==> config.mk <==
export PLATFORM = sky130hd
export DESIGN_NAME = izigzag_router
export DESIGN_NICKNAME = d
export VERILOG_FILES = /design/src/rtl/izigzag_router.sv
export SDC_FILE = /design/constraint.sdc
export NUM_CORES = 1
export LEC_CHECK = 0
export ABC_CLOCK_PERIOD_IN_PS = 3400
export BUFFER_PORTS_ARGS = -buffer_cell sky130_fd_sc_hd__clkbuf_2
export CAP_MARGIN = 40
export CORE_MARGIN = 4
export CORE_UTILIZATION = 46
export DETAILED_ROUTE_END_ITERATION = 8
export PLACE_DENSITY_LB_ADDON = 0.3
export SLEW_MARGIN = 20
export SYNTH_ARGS = -nofsm -noshare
export SYNTH_HDL_FRONTEND = slang
export SYNTH_SLANG_ARGS = --single-unit
==> constraint.sdc <==
create_clock -name clock -period 3.4 [get_ports clock]
set_input_delay 0.17 -clock clock [delete_from_list [all_inputs] [get_ports clock]]
set_output_delay 0.17 -clock clock [all_outputs]
set_load 0.1 [all_outputs]
==> src/rtl/izigzag_router.sv <==
// Inverse-zigzag / raster token router for N x N blocks.
// Steers each accepted token to the channel equal to its column.
module izigzag_router #(
  parameter int N  = 8,
  parameter int W  = 16,
  parameter int CW = 3
) (
  input  logic          clock,
  input  logic          reset,
  input  logic          mode,
  input  logic [W-1:0]  in_d,
  input  logic          in_v,
  input  logic          in_e,
  output logic          in_b,
  output logic [W-1:0]  out_d,
  output logic [N-1:0]  out_v,
  output logic [N-1:0]  out_e,
  input  logic [N-1:0]  out_b,
  output logic [CW-1:0] row,
  output logic [CW-1:0] col,
  output logic          blk_done,
  output logic          trunc
);

  typedef enum logic {UP, DN} dir_t;

  localparam logic [CW-1:0] LAST = CW'(N - 1);
  localparam logic [CW-1:0] ONE  = CW'(1);

  logic [CW-1:0] r_row;
  logic [CW-1:0] r_col;
  dir_t          r_dir;
  logic          r_mode;
  logic          r_blk_done;
  logic          r_trunc;

  logic          w_start;
  logic          w_last;
  logic          w_mode_eff;
  logic          w_acc_d;
  logic          w_acc_e;
  logic [CW-1:0] w_nrow;
  logic [CW-1:0] w_ncol;
  dir_t          w_ndir;

  assign w_start    = (r_row == '0) && (r_col == '0);
  assign w_last     = (r_row == LAST) && (r_col == LAST);
  // The first token of a block already walks in the newly sampled mode.
  assign w_mode_eff = w_start ? mode : r_mode;

  assign w_acc_d = reset & in_v & ~in_e & ~out_b[r_col];
  assign w_acc_e = reset & in_v & in_e & (out_b == '0);

  assign in_b     = ~(w_acc_d | w_acc_e);
  assign out_d    = in_d;
  assign row      = r_row;
  assign col      = r_col;
  assign blk_done = r_blk_done;
  assign trunc    = r_trunc;

  // Per-channel valid/eos: one-hot for data, broadcast for eos.
  always_comb begin
    out_v = '0;
    out_e = '0;
    if (w_acc_d) out_v[r_col] = 1'b1;
    if (w_acc_e) begin
      out_v = '1;
      out_e = '1;
    end
  end

  // Next walker position for an accepted data token.
  always_comb begin
    w_nrow = r_row;
    w_ncol = r_col;
    w_ndir = r_dir;
    if (w_last) begin
      w_nrow = '0;
      w_ncol = '0;
      w_ndir = UP;
    end else if (w_mode_eff) begin
      if (r_col == LAST) begin
        w_ncol = '0;
        w_nrow = r_row + ONE;
      end else begin
        w_ncol = r_col + ONE;
      end
    end else if (r_dir == UP) begin
      if (r_col == LAST) begin
        w_nrow = r_row + ONE;
        w_ndir = DN;
      end else if (r_row == '0) begin
        w_ncol = r_col + ONE;
        w_ndir = DN;
      end else begin
        w_nrow = r_row - ONE;
        w_ncol = r_col + ONE;
      end
    end else begin
      if (r_row == LAST) begin
        w_ncol = r_col + ONE;
        w_ndir = UP;
      end else if (r_col == '0) begin
        w_nrow = r_row + ONE;
        w_ndir = UP;
      end else begin
        w_nrow = r_row + ONE;
        w_ncol = r_col - ONE;
      end
    end
  end

  // Walker, mode latch and status pulses.
  always_ff @(posedge clock or negedge reset) begin
    if (!reset) begin
      r_row      <= '0;
      r_col      <= '0;
      r_dir      <= UP;
      r_mode     <= 1'b0;
      r_blk_done <= 1'b0;
      r_trunc    <= 1'b0;
    end else begin
      r_blk_done <= w_acc_d & w_last;
      r_trunc    <= w_acc_e & ~w_start;
      if (w_acc_d) begin
        r_row <= w_nrow;
        r_col <= w_ncol;
        r_dir <= w_ndir;
        if (w_start) r_mode <= mode;
      end else if (w_acc_e) begin
        r_row <= '0;
        r_col <= '0;
        r_dir <= UP;
      end
    end
  end

endmodule

==> results.md <==
* Min cycle time layout at 2880 ps
* Area grow syn2layout at 7.25%
* MaxCap Viol Count at 0
* Status: finished clean
* Final setup violation count at 0
* Num rows at 17
* R2R Setup Slk at 1000 ps
* Initial Util at 0.490
* Placed inst area at 1140 um2
* Filler Cell Count at about 220
* # nets final at between 150 and 200
* Leakage at 0.630 nW
* # clock sinks at 10
* Buffers on Ports at 37
* Routed vias/inst at ~5.7
* Peak VDD IR at 0.567 mV
* Crit share post-route at 0.847
* Cts bufs inserted at 3
* Final TNS setup at 0 ps
* Synthesized flop and latch total at 10
* Post-synthesis cell area at 1100 um2
* Die Wd at 57.0 um
* Syn Area/Cell at 8.70 um2
* Vias in the first global route at 916
* RSZ-0062 raised after global routing: false
* Total GRT Usage at 0.160
* CP required at between 3000 and 4000 ps
* Final hold viol count at 0
* Critical Path AT at roughly 2700 ps
* YS warnings at 0
* Type of the worst setup path: input pin to primary output
* Starting DRT DRC Count at 25
* Share of cells above drive strength 1 at 0.383
* Tightest Pin Transition at 552 ps
* Post-synth cell types at 43
* R2R cell count at 7
* DP Cell Count at 164
* Vias at 960
* Post-Syn Nets at 164
* WL per Instance at ~15 um
* R2r endpoint: col[1]$_DFFE_PN0P_
* CP Max Fanout at 13
* Pin count of the biggest net entering global routing at 19
* # H-tree levels at 1
* Worst hold slack at 311 ps
* Max Buffers Root-to-Sink at 2
* Nature of the critical path endpoint: primary output
* Initial antenna violation count at 0
* Setup WS pre-CTS at 871 ps
* Register area at 250 um2
* EDFF count, synth at 0
* Global-route wire length before repair at 4250 um
* DRT Pass-1 Iters at 4
* # diodes at 0
* Grt ovf at 0
* Final slew viol count at 0
* FF-to-FF Start: col[1]$_DFFE_PN0P_
* ANT nets after route at 0
* Final Non-Filler Cells at roughly 170
* Area of the core at about 2300 um2
* Worst clock skew at 4.11 ps
* Setup Buffers After CTS at 0
* Final instance area at 1180 um2
* Top FF cell, synth: dfrtp_1
* Multi-input gate area at 634 um2
* Routed WL at 2510 um
* Drc violations at 0
* Hold Path Class: input pin to async pin
* Rel. slew slack at 0.622
* Pwr dens at ~960 nW/um2
* Hpwl dp at 1960 um
* Worst-path clk slew at 80 ps
* Root Driver: clkbuf_4
* CTS tree: built
* Cells after Synth at 127
* Post-route setup slack at a little over 500 ps
* Die area at 3250 um2
* Worst skew pair latency at 270 ps
* GPL Wtd Cong at 0.809
* Boundary pin count at 70
* FMAX at between 0.3 and 0.4 GHz
* Die Ht at approximately 57 um
* Async S/R FF share, synth at 1.00
* Sequential element share of the synthesized area at 0.227
* Startpoint type of the worst setup path: input pin
per-stage QoR:
stage | util | power, mW
after floorplan | - | 0.985
after global placement | 0.505 | 1.01
after detailed placement | 0.505 | 1.02
after CTS | 0.526 | 1.15
after global routing | 0.526 | 1.23
final | 0.526 | 1.14
area by class of cell:
| class | instances | share of cell area |
|---|---|---|
| tap | 28 | 0.0296 |
| inverter | 7 | 0.0222 |
| clock buffer | 4 | 0.0306 |
| multi-input combinational | 81 | 0.535 |
| sequential | 10 | 0.211 |
| timing repair buffer | 39 | 0.171 |
flip-flops by register name, indices dropped and copies added (netlist names):
name      cells
row           3
col           3
trunc         1
r_dir         1
r_mode        1
blk_done      1
synth_stat cells (2+ instances only):
cell type   n  area [um2]
nor2_1      3        11.3
o31ai_1     3        22.5
mux2i_1     6        60.1
buf_2       2        10.0
inv_1       6        22.5
nand3_1     2        10.0
a21oi_1     5        25.0
ha_1        8         100
a32o_1      2        20.0
nand2_1     7        26.3
nor3b_1     3        22.5
o21ai_0     8        40.0
o21ai_1     5        25.0
dfrtp_1    10         250
o2bb2ai_1   3        26.3
and3_1      2        12.5
nand2b_1    2        12.5
buf_4      24         180
nor4_1      2        12.5
critical path, cell delays in order:
cell           delay, ps
dlygate4sd3_1        520
clkbuf_2             290
nand2_1              120
nor3b_1              220
nand3_1              440
inv_1                410
clkbuf_2             520
cell usage in the layout, fill, tap and decap left out, types with 2 or more instances in the layout:
cell | synthesis | final
dfrtp_1 | 10 | 10
o21ai_2 | 0 | 3
nand2b_1 | 2 | 2
nand3_1 | 2 | 2
nand2_1 | 7 | 7
nor2_1 | 3 | 3
ha_1 | 8 | 8
clkbuf_2 | 1 | 37
inv_1 | 6 | 6
a21oi_1 | 5 | 5
clkbuf_4 | 0 | 3
a32o_1 | 2 | 2
nor3b_1 | 3 | 3
o31ai_2 | 1 | 2
mux2i_1 | 6 | 6
o21ai_1 | 5 | 5
and3_1 | 2 | 2
o21ai_0 | 8 | 5
o31ai_1 | 3 | 2
o2bb2ai_1 | 3 | 3
nor4_1 | 2 | 2
report_power, final:
| group | internal [mW] | switching (mW) |
|---|---|---|
| Combinational | 0.245 | 0.533 |
| Clock | 0.0650 | 0.0479 |
| Sequential | 0.160 | 0.0906 |
worst max-delay path by stage:
stage	start	endpoint	slack [ps]	cells after the start
final	reset	out_e[1]	520	7
after floorplan	col[1]$_DFFE_PN0P_	out_v[1]	-200	7
after global placement	col[1]$_DFFE_PN0P_	out_v[0]	940	7
after CTS	reset	out_e[2]	500	7
after global routing	reset	out_e[1]	350	7
after detailed placement	col[1]$_DFFE_PN0P_	out_v[0]	870	7
kinds of logic (layout without fill, tap and decap cells):
kind of cell               after synthesis  in the layout  synth area share
AOI/OAI and AO/OA                       31             31             0.186
xor gates and xnor gates                 1              1           0.00793
adders and majority gates                8              8            0.0906
buffers and inverters                   36             50             0.214
DFF                                     10             10             0.227
muxes                                    9              9            0.0906
and+or+nand+nor                         32             32             0.185
routing by layer:
layer	up-vias	global-route usage	wire length [um]
met5	-	0	0
met4	0	0.0530	49
met3	12	0.0385	169
met2	32	0.274	1220
met1	454	0.195	1070
li1	462	-	-
what timing repair did:
item	4_1_cts	5_1_grt
gates resized for setup	0	0
endpoints found under the hold margin	10	0
hold buffers	1	0
No activity file was read; power rests on OpenSTA's default activity.
